### config.mk
export PLATFORM = sky130hd
export DESIGN_NAME = alu_writeback
export DESIGN_NICKNAME = d
export VERILOG_FILES = /design/src/rtl/alu_writeback_pkg.sv /design/src/rtl/alu_writeback_wb_fifo2.sv /design/src/rtl/alu_writeback.sv
export SDC_FILE = /design/constraint.sdc
export NUM_CORES = 1
export LEC_CHECK = 0
export BUFFER_PORTS_ARGS = -buffer_cell sky130_fd_sc_hd__buf_2
export CAP_MARGIN = 20
export CORE_AREA = 2 2 220 222
export CTS_CLUSTER_DIAMETER = 30
export DETAILED_ROUTE_END_ITERATION = 10
export DIE_AREA = 0 0 222 224
export PLACE_DENSITY = 0.77
export SYNTH_ARGS = -nofsm -noshare
export SYNTH_HDL_FRONTEND = slang
export SYNTH_SLANG_ARGS = --single-unit
### constraint.sdc
create_clock -name WBi_CLK -period 20.5 [get_ports WBi_CLK]
set_input_delay 1.025 -clock WBi_CLK [delete_from_list [all_inputs] [get_ports WBi_CLK]]
set_output_delay 1.025 -clock WBi_CLK [all_outputs]
set_load 0.05 [all_outputs]
### src/rtl/alu_writeback_pkg.sv
// Shared types and constants for the ALU write-back stage: widths,
// privilege encodings and the buffered result entry.
package alu_writeback_pkg;

  localparam int XLEN   = 64;
  localparam int ITAG_W = 8;
  localparam int DEPTH  = 2;

  localparam logic [1:0] PRIV_U = 2'b00;
  localparam logic [1:0] PRIV_S = 2'b01;
  localparam logic [1:0] PRIV_M = 2'b11;

  typedef struct packed {
    logic [ITAG_W-1:0] itag;
    logic [XLEN-1:0]   pc;
    logic [1:0]        priv;
    logic [4:0]        rd;
    logic [11:0]       csr;
    logic              gprwe;
    logic              csrwe;
    logic [XLEN-1:0]   data1;
    logic [XLEN-1:0]   data2;
  } wb_entry_t;

  // CSR address bits [9:8] encode the lowest privilege allowed to access it.
  function automatic logic csr_priv_ok(input logic [1:0] priv, input logic [1:0] csr_lvl);
    return priv >= csr_lvl;
  endfunction

endpackage

### src/rtl/alu_writeback_wb_fifo2.sv
// Two-entry circular result buffer with 1-bit pointers and a 2-bit count;
// the head entry is visible combinationally.
module wb_fifo2
  import alu_writeback_pkg::*;
(
  input  logic      clk_i,
  input  logic      rst_i,
  input  logic      flush_i,
  input  logic      push_valid_i,
  input  wb_entry_t push_entry_i,
  input  logic      pop_i,
  output logic      ready_o,
  output logic      head_valid_o,
  output wb_entry_t head_o
);

  wb_entry_t  mem_q [2];
  logic       wr_ptr_q;
  logic       rd_ptr_q;
  logic [1:0] count_q;
  logic [1:0] count_d;
  logic       push;
  logic       pop;

  assign ready_o      = (count_q != 2'd2) && !flush_i;
  assign head_valid_o = (count_q != 2'd0);
  assign head_o       = mem_q[rd_ptr_q];
  assign push         = push_valid_i & ready_o;
  assign pop          = pop_i & head_valid_o & ~flush_i;

  always_comb begin
    count_d = count_q;
    case ({push, pop})
      2'b10:   count_d = count_q + 2'd1;
      2'b01:   count_d = count_q - 2'd1;
      default: count_d = count_q;
    endcase
  end

  always_ff @(posedge clk_i or posedge rst_i) begin
    if (rst_i) begin
      for (int i = 0; i < 2; i++) mem_q[i] <= '0;
      wr_ptr_q <= 1'b0;
      rd_ptr_q <= 1'b0;
      count_q  <= 2'd0;
    end else if (flush_i) begin
      wr_ptr_q <= 1'b0;
      rd_ptr_q <= 1'b0;
      count_q  <= 2'd0;
    end else begin
      if (push) begin
        mem_q[wr_ptr_q] <= push_entry_i;
        wr_ptr_q        <= ~wr_ptr_q;
      end
      if (pop) begin
        rd_ptr_q <= ~rd_ptr_q;
      end
      count_q <= count_d;
    end
  end

endmodule

### src/rtl/alu_writeback.sv
// Write-back stage: commits buffered ALU results in order to the GPR and CSR
// write ports, checks CSR privilege, counts retirements and itag ordering.
module alu_writeback
  import alu_writeback_pkg::*;
(
  input  logic              WBi_CLK,
  input  logic              WBi_ARST,
  input  logic              WBi_Flush,
  input  logic              PIP_WBi_MSC_valid,
  input  logic [ITAG_W-1:0] PIP_WBi_INFO_itag,
  input  logic [XLEN-1:0]   PIP_WBi_INFO_pc,
  input  logic [1:0]        PIP_WBi_INFO_priv,
  input  logic [4:0]        PIP_WBi_INFO_rd,
  input  logic [11:0]       PIP_WBi_INFO_csr,
  input  logic              PIP_WBi_INFO_gprwe,
  input  logic              PIP_WBi_INFO_csrwe,
  input  logic [XLEN-1:0]   PIP_WBi_DATA_data1,
  input  logic [XLEN-1:0]   PIP_WBi_DATA_data2,
  output logic              PIP_WBo_FC_ready,
  output logic              GPR_WBo_we,
  output logic [4:0]        GPR_WBo_addr,
  output logic [XLEN-1:0]   GPR_WBo_data,
  output logic              CSR_WBo_we,
  output logic [11:0]       CSR_WBo_addr,
  output logic [XLEN-1:0]   CSR_WBo_data,
  input  logic              CSR_WBi_ready,
  output logic              EXC_WBo_valid,
  output logic [ITAG_W-1:0] EXC_WBo_itag,
  output logic [XLEN-1:0]   EXC_WBo_pc,
  output logic [63:0]       WBo_retire_cnt,
  output logic              WBo_ERR_order
);

  wb_entry_t         in_entry;
  wb_entry_t         head;
  logic              head_valid;
  logic              csr_ok;
  logic              csr_req;
  logic              retire;
  logic              illegal;

  logic              exc_valid_q;
  logic [ITAG_W-1:0] exc_itag_q;
  logic [XLEN-1:0]   exc_pc_q;
  logic [63:0]       retire_cnt_q;
  logic [ITAG_W-1:0] expected_q;
  logic              sync_q;
  logic              err_q;

  assign in_entry = '{itag:  PIP_WBi_INFO_itag,  pc:    PIP_WBi_INFO_pc,
                      priv:  PIP_WBi_INFO_priv,  rd:    PIP_WBi_INFO_rd,
                      csr:   PIP_WBi_INFO_csr,   gprwe: PIP_WBi_INFO_gprwe,
                      csrwe: PIP_WBi_INFO_csrwe, data1: PIP_WBi_DATA_data1,
                      data2: PIP_WBi_DATA_data2};

  wb_fifo2 u_fifo (
    .clk_i        (WBi_CLK),
    .rst_i        (WBi_ARST),
    .flush_i      (WBi_Flush),
    .push_valid_i (PIP_WBi_MSC_valid),
    .push_entry_i (in_entry),
    .pop_i        (retire),
    .ready_o      (PIP_WBo_FC_ready),
    .head_valid_o (head_valid),
    .head_o       (head)
  );

  assign csr_ok  = csr_priv_ok(head.priv, head.csr[9:8]);
  assign csr_req = head.csrwe & csr_ok;
  assign retire  = head_valid & ~WBi_Flush & (~csr_req | CSR_WBi_ready);
  // An illegal CSR access still retires (and does its GPR write), but raises an exception.
  assign illegal = retire & head.csrwe & ~csr_ok;

  assign GPR_WBo_we   = retire & head.gprwe & (head.rd != 5'd0);
  assign GPR_WBo_addr = head.rd;
  assign GPR_WBo_data = head.data1;
  assign CSR_WBo_we   = head_valid & csr_req & ~WBi_Flush;
  assign CSR_WBo_addr = head.csr;
  assign CSR_WBo_data = head.data2;

  assign EXC_WBo_valid  = exc_valid_q;
  assign EXC_WBo_itag   = exc_itag_q;
  assign EXC_WBo_pc     = exc_pc_q;
  assign WBo_retire_cnt = retire_cnt_q;
  assign WBo_ERR_order  = err_q;

  always_ff @(posedge WBi_CLK or posedge WBi_ARST) begin
    if (WBi_ARST) begin
      exc_valid_q  <= 1'b0;
      exc_itag_q   <= '0;
      exc_pc_q     <= '0;
      retire_cnt_q <= 64'd0;
    end else begin
      exc_valid_q <= illegal;
      if (illegal) begin
        exc_itag_q <= head.itag;
        exc_pc_q   <= head.pc;
      end
      if (retire) begin
        retire_cnt_q <= retire_cnt_q + 64'd1;
      end
    end
  end

  // The first retirement after reset or flush seeds the expected itag instead of being checked.
  always_ff @(posedge WBi_CLK or posedge WBi_ARST) begin
    if (WBi_ARST) begin
      expected_q <= '0;
      sync_q     <= 1'b1;
      err_q      <= 1'b0;
    end else if (WBi_Flush) begin
      sync_q <= 1'b1;
    end else if (retire) begin
      sync_q     <= 1'b0;
      expected_q <= head.itag + ITAG_W'(1);
      if (!sync_q && (head.itag != expected_q)) begin
        err_q <= 1'b1;
      end
    end
  end

endmodule

## Yosys cells after proc, flatten, opt, wreduce, memory -nomap -nowiden

Cells that the tools add are included.

- Multiplexer cells: 14
- Add/subtract/negate cells: 4
- Bitwise logic cells: 20
- Reductions and logical operators: 14
- Magnitude comparators: 4
- Equality and inequality tests: 4

Operators by type and width:

| kind | number |
|---|---|
| $mux 221 | 4 |
| $bwmux 442 | 1 |
| $demux 221 s1 | 1 |
| $add 64x1->64 const B | 1 |
| $and 1x1->1 | 12 |
| $add 8x1->8 const B | 1 |
| $ne 8x8->1 | 1 |
| $reduce_bool 2->1 | 4 |
| $mux 1 | 6 |
| $not 1->1 | 5 |
| $reduce_bool 5->1 | 1 |
| $ge 2x2->1 const B | 2 |
| $not 1->2 | 2 |
| $pmux 2 s2 | 1 |
| $reduce_and 2->1 | 2 |
| $logic_and 1x1->1 | 3 |
| $reduce_and 3->1 | 1 |
| $reduce_bool 3->1 | 1 |
| $add 2x1->2 const B | 1 |
| $eq 2x1->1 const B | 1 |
| $eq 2x2->1 const B | 1 |
| $ge 2x2->1 | 1 |
| $logic_not 1->1 | 2 |
| $lt 2x1->1 const B | 1 |
| 4 further kinds | 4 |

- Register bits: 593
- Bits of input ports: 226

## Depth between registers and ports, before layout

Gate-level depths: netlist (run 1).

- Depth in word-level cells: 14
- Depth in mapped cells: 13
- Depth with buffers taken out: 8

## Modules after synthesis

From an unflattened synthesis (run 1), not the netlist that was laid out.

- Cells, all modules: 1720
- Area total of the unflattened synthesis: 25549.5 µm²

Modules (own cells, without submodules):

| module | area each (µm²) | instances | cells an instance |
|---|---|---|---|
| wb_fifo2 | 19149.6 | 1 | 1205 |
| alu_writeback | 6399.9 | 1 | 515 |

## Worst setup path after synthesis (run 1)

Ideal clock, no wire load.

- Path type: reg2out
- Start point: register u_fifo.rd_ptr_q
- End point: output port GPR_WBo_we
- Arrival time: 3704 ps
- Setup slack: 15771 ps
- Path buffers: 5
- Cell stages (with the launch flop): 12
- Cells stage by stage: dfrtp_1 buf_6 buf_6 clkbuf_1 buf_2 mux2_2 ha_1 nand2b_1 a21oi_2 o21ai_4 buf_2 a211oi_1

RTL lines:

| what | line | RTL |
|---|---|---|
| from (decl) | alu_writeback_wb_fifo2.sv:19 | `logic rd_ptr_q;` |
| from (signal assigned) | alu_writeback_wb_fifo2.sv:56 | `rd_ptr_q <= ~rd_ptr_q;` |
| to (decl) | alu_writeback.sv:20 | `output logic GPR_WBo_we,` |

## Final worst setup path (run 1)

- Start point: register u_fifo.rd_ptr_q
- End point: output port GPR_WBo_we

- Cells in the longest elaborated chain, start to end: 11

RTL lines:

| what | line | RTL |
|---|---|---|
| $not 1->2 (not written as such) * | alu_writeback_wb_fifo2.sv:27 | `assign head_o = mem_q[rd_ptr_q];` |
| $mux 221 (not written as such) * (3 in a row) | alu_writeback_wb_fifo2.sv:27 |  |
| $ge 2x2->1 | alu_writeback_pkg.sv:27 | `return priv >= csr_lvl;` |
| $and 1x1->1 | alu_writeback.sv:69 | `assign csr_req = head.csrwe & csr_ok;` |
| $not 1->1 | alu_writeback.sv:70 | `assign retire = head_valid & ~WBi_Flush & (~csr_req \| CSR_WBi_ready);` |
| $or 1x1->1 | alu_writeback.sv:70 |  |
| $and 1x1->1 | alu_writeback.sv:70 |  |
| $and 1x1->1 | alu_writeback.sv:74 | `assign GPR_WBo_we = retire & head.gprwe & (head.rd != 5'd0);` |
| $and 1x1->1 * | alu_writeback.sv:74 |  |

Every way passes the cells marked *; elsewhere a longest branch is shown, timed or not. The select of a mux whose other input is x is not followed.

==> results.cfg, run 1 <==
[status]
status = complete, no violations

[setup_path]
cp-startpoint = u_fifo.rd_ptr_q
start_kind = register
timing.rr.start = u_fifo.rd_ptr_q
cp_slowest_cell = dfrtp_4
setup.worst_path.class = reg2out
path_max_fanout = 73
cpPeakStageDelay_ns = 1.10
cp.required_ns = 19.48
critPathTopFamily = flip-flops
path_buf_inv = 1
critPathCaptureType = output port
cp.arrival_ns = 4.01
crit_chain = mux2_2, ha_1, nand2b_1, a21oi_2, o21ai_4, a211oi_1, buf_2

[routing]
drc = 0
firstDrtPassIters = 5
wirelength_mm = 61.81
vias = 16480
vias_per_cell = 5.395
wire_per_inst_um = 20.24
ant_nets = 0
initialDrtViolationCount = 844

[finish]
nets = 2554
drive_gt1_share_pct = 55.20
syn2layout_area_growth_pct = 22.87

[clocking]
tritoncts = done
cts_buffers = 119
clockBufferDepth = 3
cts_htree_levels = 3
cts_setup_buffers = 0
postCtsHoldBufs = 0
cts_root_buf = clkbuf_16
clk_pin_slew_ns = 0.04
post_cts_resized = 0
insertion_delay_ns = 0.64
cts_sinks = 593

[power_and_ir_drop]
p_per_area_nw_per_um2 = 157.8
switching_power_mw = 1.829
ir_drop_mv = 0.1393
p_leak_nw = 14.86
totalPowerFinal_mw = 5.095
pwr-share-comb_pct = 29.7
sw_frac_of_total_pct = 35.90
internal-power_mw = 3.266
clock_power_share_pct = 37.2
seqPwrFrac_pct = 33.2

[yosys]
netlist_area_um2 = 26270
synth_ff_type = dfrtp_1
syn_inst = 1915
synth_top_area_share_pct = 56.40
ys_warn_count = 0
synth.distinct_cells = 42
synth-edff-count = 0
synthXorXnorAreaFrac_pct = 2.634
synth_top_family_by_area = multiplexers
synth_area_leader_cell = dfrtp_1
synth_compound_area_share_pct = 1.905
synthAdderAreaFrac_pct = 0.1905
syn_nets = 2145
synth-simple-area-share_pct = 4.316
synth.avg_cell_area_um2 = 13.72
ys_seq_elements = 593
ys_seq_area_share_pct = 56.50
synthMuxAreaShare_pct = 28.15
synth.area.top_cells = dfrtp_1, mux2_2, buf_4, mux2i_1, xnor2_1
postSynth.asyncResetShare_pct = 100.0

[global_route]
antenna_found_initial = 28
grt_max_degree = 185
grt_util_all_layers_pct = 24.66
grt_overflow = 0
grt_pass1_vias = 18060
grt_pass1_wl_mm = 97.08

[timing]
slew_viol_final = 0
relSlewSlack_pct = 24.12
finalSetupTns_ns = 0
setup_violations = 0
hold_viol = 0
finalCritPeriodShare_pct = 24.56
worst_pin_slew_ns = 1.138
fmax_mhz = 198.6
layout_min_cycle_time_ns = 5.035
rsz0062_at_grt = no
skew_ns = 0.02622

[place]
io_buffers = 511
gp_congestion = 0.8188
hpwl_mm = 39.58

[floorplanning]
ios = 512
die-area_um2 = 49730
die_h_um = 224
core_um2 = 47350
initial_utilization_pct = 55.48
chipWidth_um = 222
rows = 80

[worst_hold_path]
hp-start = WBo_retire_cnt[63]
hold_class = reg2reg

[run]
cap_violations = 0
registers in the layout, indices dropped and copies added (netlist names):
| signal | count |
|---|---|
| EXC_WBo_itag | 8 |
| EXC_WBo_pc | 64 |
| EXC_WBo_valid | 1 |
| WBo_ERR_order | 1 |
| WBo_retire_cnt | 64 |
| expected_q | 8 |
| sync_q | 1 |
| u_fifo.count_q | 2 |
| u_fifo.mem_q | 442 |
| u_fifo.rd_ptr_q | 1 |
| u_fifo.wr_ptr_q | 1 |
power by group through the flow:
stage	logic [mW]	registers [mW]	clock network, mW
after detailed placement	1.51	1.69	0
after CTS	1.52	1.69	1.92
after floorplan	1.04	1.92	0
after global placement	1.48	1.67	0
after global routing	1.60	1.73	1.98
final	1.51	1.69	1.89
layout by cell type, fill, tap and decap left out, types with 9 or more instances in the layout:
cell,count
dfrtp_1,591
clkbuf_16,120
nor3_1,9
clkinv_2,30
buf_4,15
nand3_1,24
clkinvlp_4,11
and3_1,10
mux2_2,587
buf_2,511
clkbuf_1,17
diode_2,17
nand4_1,18
o21ai_0,9
clkbuf_8,16
bufinv_16,11
mux2i_1,77
nand2_1,45
nor2_1,101
a21oi_1,74
xor2_1,20
xnor2_1,59
stage by stage:
step           worst slack, ns  util [%]  std cells  cell area, um2  hold WS (ns)
6_report                 15.47     68.17       3054           32280        0.4700
5_1_grt                  15.24     68.14       3049           32260        0.5046
4_1_cts                  15.39     67.97       3035           32180        0.4791
3_5_place_dp             15.98     59.43       2816           28140        0.4711
3_3_place_gp             16.01     59.43       2816           28140        0.4583
2_1_floorplan            2.880         -       1915           26270        0.4651
worst paths after layout:
check	end	slack, ns	cells past startpoint
setup / recovery	GPR_WBo_we	15.47	7
hold / removal	WBo_retire_cnt[63]	0.47	1
setup reg to reg	WBo_ERR_order	16.32	7
hold reg to reg	WBo_retire_cnt[63]	0.47	1
max in group asynchronous	EXC_WBo_itag[4]	17.13	6
min in group asynchronous	u_fifo.mem_q[107]	0.50	2
logic make-up (layout without fill, tap and decap cells):
group / Yosys count / after routing
multiplexers: 665 / 665
flip-flops: 593 / 593
buffers and inverters: 249 / 756
AND/OR/NAND/NOR: 234 / 234
AO/OA/AOI/OAI: 91 / 91
XOR/XNOR: 79 / 79
adder cells (fa/ha/maj): 4 / 4
other: 0 / 17
area by class of cell:
class	instances	area (um2)
Sequential cell	593	14840
Clock inverter	66	754.5
Inverter	8	37.54
Fill cell	3277	15070
Timing Repair Buffer	529	2745
Antenna cell	17	42.54
Multi-Input combinational cell	1073	9796
Clock buffer	153	3287
Tap cell	615	769.5
cell usage after synthesis, types with 3 or more instances:
| master | n |
|---|---|
| buf_6 | 4 |
| dfrtp_1 | 592 |
| nor3_4 | 3 |
| ha_1 | 4 |
| inv_1 | 8 |
| xnor2_1 | 59 |
| clkbuf_1 | 9 |
| nor3_1 | 9 |
| nand3_1 | 25 |
| mux2_2 | 587 |
| nor2_1 | 102 |
| o21ai_0 | 9 |
| nand4_1 | 18 |
| buf_1 | 3 |
| and4_1 | 7 |
| nand2_1 | 45 |
| and2_1 | 3 |
| xor2_1 | 20 |
| and3_1 | 10 |
| mux2i_1 | 77 |
| buf_2 | 61 |
| buf_4 | 164 |
| a21oi_1 | 74 |
layer usage:
layer | vias up | routed length, um | part of all wire (%) | track usage (%)
li1 | 7419 | - | - | -
met1 | 8365 | 24060 | 39 | 28.89
met2 | 503 | 30630 | 50 | 40.92
met3 | 166 | 4849 | 7.8 | 8.854
met4 | 24 | 2128 | 3.4 | 11.07
met5 | - | 135 | 0.22 | 0
(Power assumes the default switching activity.)
==> run 2: changes to the inputs <==
Settings changed: ABC_AREA set to 1, CORE_AREA 2 2 220 222 to 2 2 236 238, DIE_AREA 0 0 222 224 to 0 0 238 240, PLACE_DENSITY 0.77 to 0.73.
Clock period 20.5 ns to 4.2 ns, I/O delays scaled along.
==> results.cfg, run 2 <==
[routing]
met2_length_mm = 37.79
m1WireLength_mm = 30.84
ant_nets = 0
vias = 24000
wirelength_mm = 77.11
drc = 0
firstDrtPassIters = 6
vias_per_cell = 5.101
initialDrtViolationCount = 1747
wire_per_inst_um = 16.39
route.met3.wl_mm = 5.165
top_layer = met5

[setup_path]
cp.required_ns = 3.99
cp_common_cell = nand3_1
setup.worst_path.class = reg2out
path_buf_inv = 3
path_max_fanout = 26
cp.arrival_ns = 3.51
start_kind = register
critPathTopFamily = simple AND/OR/NAND/NOR gates
cpPeakStageDelay_ns = 0.64
critPathCaptureType = output port
crit_chain = inv_6, or2_2, o21ai_0, ha_1, nand2_1, nand3_1, nand3_1, nand2_2, inv_2, o211ai_1, a21oi_1, buf_2
cp_slowest_cell = dfrtp_4

[timing]
fmax_mhz = 268.9
finalSetupTns_ns = 0
whs_ns = 0.1564
setup_violations = 0
layout_min_cycle_time_ns = 3.719
relSlewSlack_pct = 33.41
timing.final.ws_setup_ns = 0.4807
rsz0062_at_grt = no
skew_ns = 0.06125
slew_viol_final = 0
finalCritPeriodShare_pct = 88.56
hold_viol = 0
worst_pin_slew_ns = 0.9989

[clocking]
insertion_delay_ns = 0.66
clk_pin_slew_ns = 0.05
cts_setup_buffers = 0
cts_htree_levels = 3
post_cts_resized = 0
cts_buffers = 117
tritoncts = done
cts_sinks = 593
clockBufferDepth = 3
postCtsHoldBufs = 224
cts_root_buf = clkbuf_16

[place]
dp.cells = 4251
hpwl_mm = 46.74
gp_congestion = 0.9018
place_area_um2 = 29380
io_buffers = 511
dp_slack_ns = 1.145

[power_and_ir_drop]
ir_drop_mv = 0.7324
totalPowerFinal_mw = 30.81
p_leak_nw = 18.65
internal-power_mw = 17.31
sw_frac_of_total_pct = 43.83
seqPwrFrac_pct = 31.4
clock_power_share_pct = 30.3
switching_power_mw = 13.50
p_per_area_nw_per_um2 = 862.3
pwr-share-comb_pct = 38.4

[yosys]
synth-edff-count = 0
syn_nets = 3537
ys_warn_count = 0
synth_top_area_share_pct = 53.81
synth.area.top_cells = dfrtp_1, nand2_1, o21ai_0, inv_1, buf_4
ys_seq_area_share_pct = 53.90
netlist_area_um2 = 27530
synth.avg_cell_area_um2 = 8.325
synth.distinct_cells = 35
ys_seq_elements = 593
postSynth.asyncResetShare_pct = 100.0
syn_inst = 3307
yosysMostFrequentCell = nand2_1
synth.top_cells.by_count = nand2_1, dfrtp_1, inv_1, o21ai_0, nor2_1
synth_ff_type = dfrtp_1
synth_area_leader_cell = dfrtp_1

[finish]
final_cell_mix = nand2_1, dfrtp_1, buf_2
fillers = 4188
syn2layout_area_growth_pct = 29.78
largest_register_ffs = 442
register_area_um2 = 14840
final_common_cell = nand2_1
final_cells = 4705
drive_gt1_share_pct = 21.80
postLayoutCoreUtil_pct = 65.36
max_flop_register = u_fifo.mem_q
multiInputGateArea_um2 = 9523
nets = 4120
final_area_um2 = 35730

[global_route]
grt_max_degree = 151
grt_pass1_wl_mm = 122.4
antenna_found_initial = 11
grt_util_all_layers_pct = 26.66
grt_pass1_vias = 23740
grt_overflow = 0

[floorplanning]
core_um2 = 54660
die_h_um = 240
rows = 86
initial_utilization_pct = 50.37
chipWidth_um = 238
ios = 512
die-area_um2 = 57120

[status]
status = complete, no violations

[worst_hold_path]
hold_class = in2reg

[run]
cap_violations = 0
## run 2: changes by cell type after synthesis, moves of 91 or more
cell	delta
o21ai_1	+121
o21ai_2	+91
nand2_1	+1192
o21ai_0	+235
mux2_2	-587
inv_1	+286
## run 2: per-layer routing
layer	vias to the layer above	global-route usage, %
met5	-	0
met4	2	12.54
met3	235	6.028
met2	985	44.65
met1	11350	32.92
li1	11430	-
## run 2: cell type report
type                    instances  area share (%)
flip-flops and latches        593           41.55
diodes                         10         0.07004
well taps                     704           2.465
multi-input cells            2106           26.65
repair buffers                775           14.69
inverters                     297           3.145
clock buffers                 155           9.270
clock inverters                65           2.157
## run 2: cells by family after synthesis
kind of cell / Yosys count / synth area share (%)
and+or+nand+nor: 1528 / 21.75
buffers and inverters: 608 / 11.56
DFF: 593 / 53.90
AOI/OAI and AO/OA: 532 / 11.27
xor gates and xnor gates: 41 / 1.304
adders and majority gates: 4 / 0.1818
muxes: 1 / 0.03636
## run 2: power by group through the flow
| stage | Combinational [mW] | Clock (mW) | Sequential (mW) |
|---|---|---|---|
| after floorplan | 8.79 | 0 | 10.6 |
| after global placement | 11.3 | 0 | 9.54 |
| after detailed placement | 11.4 | 0 | 9.59 |
| after CTS | 11.7 | 9.43 | 9.56 |
| after global routing | 12.8 | 9.74 | 9.91 |
| final | 11.8 | 9.33 | 9.66 |
## run 2: worst paths after layout
kind                              startpoint                 to  slack [ns]  cells after the start
hold reg to reg            u_fifo.mem_q[363]  u_fifo.mem_q[363]        0.48                      2
hold / removal                 CSR_WBi_ready  u_fifo.count_q[0]        0.16                      6
setup reg to reg             u_fifo.rd_ptr_q     EXC_WBo_pc[26]        1.21                     10
setup / recovery             u_fifo.rd_ptr_q         GPR_WBo_we        0.48                     12
min in group asynchronous           WBi_ARST  u_fifo.mem_q[226]        0.24                      3
max in group asynchronous           WBi_ARST     EXC_WBo_pc[17]        2.85                      5
## run 2: worst register-to-register path: stages (launching register included)
cell and delay [ns]:
dfrtp_4 0.64, inv_6 0.15, or2_2 0.30, o21ai_0 0.14
ha_1 0.30, nand2_1 0.09, nand3_1 0.14, nor2_4 0.45
buf_4 0.39, nor2_1 0.12, a31oi_1 0.21
